[config.mk]
export PLATFORM = sky130hd
export DESIGN_NAME = multi_mainfsm
export DESIGN_NICKNAME = d
export VERILOG_FILES = /design/src/rtl/multi_pkg.sv /design/src/rtl/multi_mainfsm.sv
export SDC_FILE = /design/constraint.sdc
export NUM_CORES = 1
export LEC_CHECK = 0
export CORE_AREA = 2 2 39 41
export CTS_BUF_LIST = sky130_fd_sc_hd__clkbuf_4 sky130_fd_sc_hd__clkbuf_8
export CTS_CLUSTER_DIAMETER = 80
export DETAILED_ROUTE_END_ITERATION = 7
export DIE_AREA = 0 0 41 43
export GPL_ROUTABILITY_DRIVEN = 0
export PLACE_DENSITY = 0.84
export SETUP_SLACK_MARGIN = 0.3
export SLEW_MARGIN = 20
export SYNTH_ARGS = -nofsm -noshare
export SYNTH_HDL_FRONTEND = slang
export SYNTH_SLANG_ARGS = --single-unit
export TNS_END_PERCENT = 100
[constraint.sdc]
create_clock -name clk -period 1.9 [get_ports clk]
set_input_delay 0.38 -clock clk [delete_from_list [all_inputs] [get_ports clk]]
set_output_delay 0.38 -clock clk [all_outputs]
set_load 0.03 [all_outputs]
[src/rtl/multi_pkg.sv]
// Shared encodings for the multicycle main controller: state codes,
// opcode classes and datapath mux selects.
package multi_pkg;

    typedef enum logic [3:0] {
        S_FETCH    = 4'd0,
        S_DECODE   = 4'd1,
        S_MEMADR   = 4'd2,
        S_MEMRD    = 4'd3,
        S_MEMWB    = 4'd4,
        S_MEMWR    = 4'd5,
        S_EXECUTER = 4'd6,
        S_EXECUTEI = 4'd7,
        S_ALUWB    = 4'd8,
        S_BRANCH   = 4'd9
    } state_t;

    localparam logic [1:0] OP_DP    = 2'b00;
    localparam logic [1:0] OP_MEM   = 2'b01;
    localparam logic [1:0] OP_BR    = 2'b10;
    localparam logic [1:0] OP_UNDEF = 2'b11;

    // ALU A: register operand or old PC
    localparam logic [1:0] SRCA_REG   = 2'b00;
    localparam logic [1:0] SRCA_PC    = 2'b01;
    // ALU B: register operand, extended immediate, constant 4
    localparam logic [1:0] SRCB_REG   = 2'b00;
    localparam logic [1:0] SRCB_IMM   = 2'b01;
    localparam logic [1:0] SRCB_FOUR  = 2'b10;
    // Result: registered ALU output, memory read data, live ALU result
    localparam logic [1:0] RES_ALUOUT = 2'b00;
    localparam logic [1:0] RES_DATA   = 2'b01;
    localparam logic [1:0] RES_ALU    = 2'b10;

endpackage

[src/rtl/multi_mainfsm.sv]
// Multicycle processor main controller: sequences fetch/decode/execute
// and drives datapath selects and one-shot write strobes.
module multi_mainfsm
    import multi_pkg::*;
(
    input  logic       clk,
    input  logic       reset,
    input  logic [1:0] op,
    input  logic [5:0] funct,
    input  logic       mem_ready,
    output logic       irwrite,
    output logic       nextpc,
    output logic       regw,
    output logic       memw,
    output logic       branch,
    output logic       aluop,
    output logic       adrsrc,
    output logic [1:0] alusrca,
    output logic [1:0] alusrcb,
    output logic [1:0] resultsrc,
    output logic [3:0] state,
    output logic       illegal
);

    state_t state_q, state_d;

    always_ff @(posedge clk or negedge reset) begin
        if (!reset) state_q <= S_FETCH;
        else        state_q <= state_d;
    end

    assign state = state_q;

    always_comb begin
        state_d = state_q;
        case (state_q)
            S_FETCH:    if (mem_ready) state_d = S_DECODE;
            S_DECODE: begin
                case (op)
                    OP_DP:   state_d = funct[5] ? S_EXECUTEI : S_EXECUTER;
                    OP_MEM:  state_d = S_MEMADR;
                    OP_BR:   state_d = S_BRANCH;
                    default: state_d = S_FETCH;
                endcase
            end
            S_MEMADR:   state_d = funct[0] ? S_MEMRD : S_MEMWR;
            S_MEMRD:    if (mem_ready) state_d = S_MEMWB;
            S_MEMWB:    state_d = S_FETCH;
            S_MEMWR:    if (mem_ready) state_d = S_FETCH;
            S_EXECUTER: state_d = S_ALUWB;
            S_EXECUTEI: state_d = S_ALUWB;
            S_ALUWB:    state_d = S_FETCH;
            S_BRANCH:   state_d = S_FETCH;
            default:    state_d = S_FETCH;
        endcase
    end

    // Strobes are gated by reset so nothing writes while the state is
    // being forced back to FETCH.
    always_comb begin
        irwrite   = 1'b0;
        nextpc    = 1'b0;
        regw      = 1'b0;
        memw      = 1'b0;
        branch    = 1'b0;
        illegal   = 1'b0;
        aluop     = 1'b0;
        adrsrc    = 1'b0;
        alusrca   = SRCA_REG;
        alusrcb   = SRCB_REG;
        resultsrc = RES_ALUOUT;
        case (state_q)
            S_FETCH: begin
                alusrca   = SRCA_PC;
                alusrcb   = SRCB_FOUR;
                resultsrc = RES_ALU;
                irwrite   = mem_ready & reset;
                nextpc    = mem_ready & reset;
            end
            S_DECODE: begin
                alusrca   = SRCA_PC;
                alusrcb   = SRCB_FOUR;
                resultsrc = RES_ALU;
                illegal   = (op == OP_UNDEF) & reset;
            end
            S_MEMADR:   alusrcb = SRCB_IMM;
            S_MEMRD:    adrsrc  = 1'b1;
            S_MEMWB: begin
                resultsrc = RES_DATA;
                regw      = reset;
            end
            S_MEMWR: begin
                adrsrc = 1'b1;
                memw   = mem_ready & reset;
            end
            S_EXECUTER: aluop = 1'b1;
            S_EXECUTEI: begin
                alusrcb = SRCB_IMM;
                aluop   = 1'b1;
            end
            S_ALUWB:    regw = reset;
            S_BRANCH: begin
                alusrcb   = SRCB_IMM;
                resultsrc = RES_ALU;
                branch    = reset;
            end
            default: ;
        endcase
    end

endmodule

==> results by group <==
Pwr
  • Comb power frac: between 80 and 90%
  • P_sw: 916 uW
  • Clock network power share: ~7.1%
  • Power Density: 1940 nW/um^2
  • Sw Share: 48.5%
  • Pwr Total: 1.89 mW
  • Internal cell power: 972 uW
  • Share of power burned in registers: 10.0%
  • Pleak: 0.463 nW
  • VDD IR-drop max: 0.990 mV

CTS
  • Maximum buffer depth of the clock tree: 2
  • Clock Root Buffer: clkbuf_4
  • Clock latency on the worst-skew pair: 240 ps
  • H-tree depth: 1
  • CTS sink count: 4
  • TritonCTS Buffers: 3
  • Reg clk slew, reported paths: 40 ps
  • CTS tree: yes

Floorplan
  • Core area: 1380 sq um
  • I/O Pins: 29
  • Row count: 14
  • Die Area: ~1800 sq um
  • Starting Density: 31.6%
  • Die width: between 40 and 50 um
  • Floorplan die height: 43 um

Layout
  • Final Util: 70.2%
  • Largest register FFs: 4
  • Most frequent cells in the layout: buf_4, buf_6, nor2_1
  • Commonest non-fill, non-tap cell in the layout: buf_4
  • Area delta synth->final: 122%
  • Nets: 116
  • Diodes inserted: 0
  • Share of cells above drive strength 1: 67.3%

STA
  • RSZ-0062 raised after global routing: true
  • TNS Setup: 0 ps
  • Clock Skew: 7.19 ps
  • Minimum clock period after layout: 1810 ps
  • Upper clock frequency limit: 552 MHz
  • Final period utilization: roughly 95%
  • Final setup margin: 90.0 ps
  • Final Slew Violations: 0
  • # setup viols final: 0
  • Fin. Hold Viols: 0

Synth
  • Asr flop ratio synth: 100%
  • Post-synthesis cell type count: 27
  • Avg Inst Size Synth: 7.66 sq um
  • Share of synthesized area occupied by flip-flops and latches: 22.9%
  • Cell area after synthesis: ~440 sq um
  • Area contributors post-synth: dfrtp_1, nand2b_1, nor2_1, o22ai_2, buf_6
  • Syn nets: between 60 and 70
  • Syn. warnings: 0
  • Largest area contributor in the netlist: dfrtp_1
  • Commonest register cell after synthesis: dfrtp_1
  • Yosys top cell area share: 22.9%
  • Number of flops mapped to enable cells by yosys: 0
  • Synth Register Bits: 4
  • Post-Syn Instances: 57

Detailed routing
  • Routed wire length: 1.71 mm
  • M1 WL: around 590 um
  • First-pass iteration count of the detailed router: 6
  • Wire per inst: 14.2 um
  • Avg Vias per Cell: ~5
  • Met3 wire length: 103 um
  • # DRC: 0
  • DRT antenna net count: 0
  • Drt initial violations: 12
  • DR top layer: met4
  • Metal2 WL: 985 um
  • DR vias: 600

Setup path
  • Flop-to-flop setup slack: 560 ps
  • WP data arrival: 1430 ps
  • RR Startpoint: state[1]
  • CP Launch Type: register
  • Critical Path RT: 1520 ps
  • Reg2reg path depth: 6
  • CP endpoint kind: output port
  • Crit Reg-Reg Endpoint: state[0]
  • Crit path kind: reg -> out
  • Crit Path Max Fanout: 6

Global routing
  • Initial antenna violation count: 0
  • First-pass GRT wire length: 2.24 mm
  • Vias in the first global route: 501
  • GR Util All Layers: 19.1%
  • Overflow after GRT: 0
  • Largest net degree at the start of global routing: 9

Place
  • Port Buf Inserts: 23
  • HPWL after DPL: about 960 um
  • Pre-CTS WS: 106 ps

Hold path
  • Min-Delay Path Class: in -> async

Status
  • Outcome: complete, no violations

Job
  • Max-cap violation count: 0
[cells in the mapped netlist (2+ instances only)]
cell / n
nor2_1: 10
nand2b_1: 6
buf_4: 2
buf_2: 2
a21oi_1: 4
dfrtp_1: 4
nor3_1: 3
nand2_1: 4
buf_6: 2
o22ai_2: 2
inv_1: 2
[cells by family after synthesis]
group | count (synthesis) | synth area share, %
compound gates | 13 | 24.1
xor+xnor | 1 | 2.01
buf+inv | 8 | 12.6
flops | 4 | 22.9
other cells | 1 | 0.859
simple gates | 30 | 37.5
[worst max-delay path by stage]
stage	start	endpoint	slack [ps]	cells past startpoint
6_report	state[1]	illegal	90	5
5_1_grt	state[1]	illegal	50	5
4_1_cts	state[3]	nextpc	90	4
3_5_place_dp	reset	nextpc	110	4
3_3_place_gp	reset	nextpc	110	4
2_1_floorplan	state[2]	nextpc	50	5
[critical path: stages (launching register included)]
cell and delay [ps]:
dfrtp_2 410, buf_6 130, and2b_2 240, nand2_4 80, nor3_4 170, buf_6 150
[stage by stage]
| step | cell area, sq um | hold slack, ps | cells |
|---|---|---|---|
| 2_1_floorplan | 490 | 84.4 | 57 |
| 3_3_place_gp | 724 | 595 | 98 |
| 6_report | 971 | 286 | 120 |
| 5_1_grt | 971 | 294 | 120 |
| 3_5_place_dp | 724 | 599 | 98 |
| 4_1_cts | 867 | 273 | 111 |
[repair_timing]
action / CTS / global route
endpoints found under the setup margin: 17 / 13
pin swaps: 4 / 1
hold buffers: 0 / 0
resized for setup: 43 / 20
buffers inserted: 9 / 9
[layout make-up]
cell class	instances	area, sq um
fillers	102	413
inverters	2	7.51
multi-input cells	45	379
flip-flops and latches	4	105
clock buffers	4	30.0
repair buffers	49	429
well taps	16	20.0
[power by group through the flow]
| stage | logic (mW) | registers [mW] | clock network (mW) |
|---|---|---|---|
| 2_1_floorplan | 0.747 | 0.238 | 0 |
| 3_3_place_gp | 1.06 | 0.224 | 0 |
| 3_5_place_dp | 1.08 | 0.225 | 0 |
| 4_1_cts | 1.30 | 0.204 | 0.135 |
| 5_1_grt | 1.65 | 0.196 | 0.143 |
| 6_report | 1.56 | 0.190 | 0.134 |
[routing by layer]
| metal | vias up | global-route usage, % |
|---|---|---|
| met4 | 0 | 4.00 |
| met3 | 5 | 4.71 |
| met1 | 286 | 19.5 |
| met5 | - | 0 |
| met2 | 22 | 35.9 |
| li1 | 287 | - |
(Power assumes the default switching activity.)
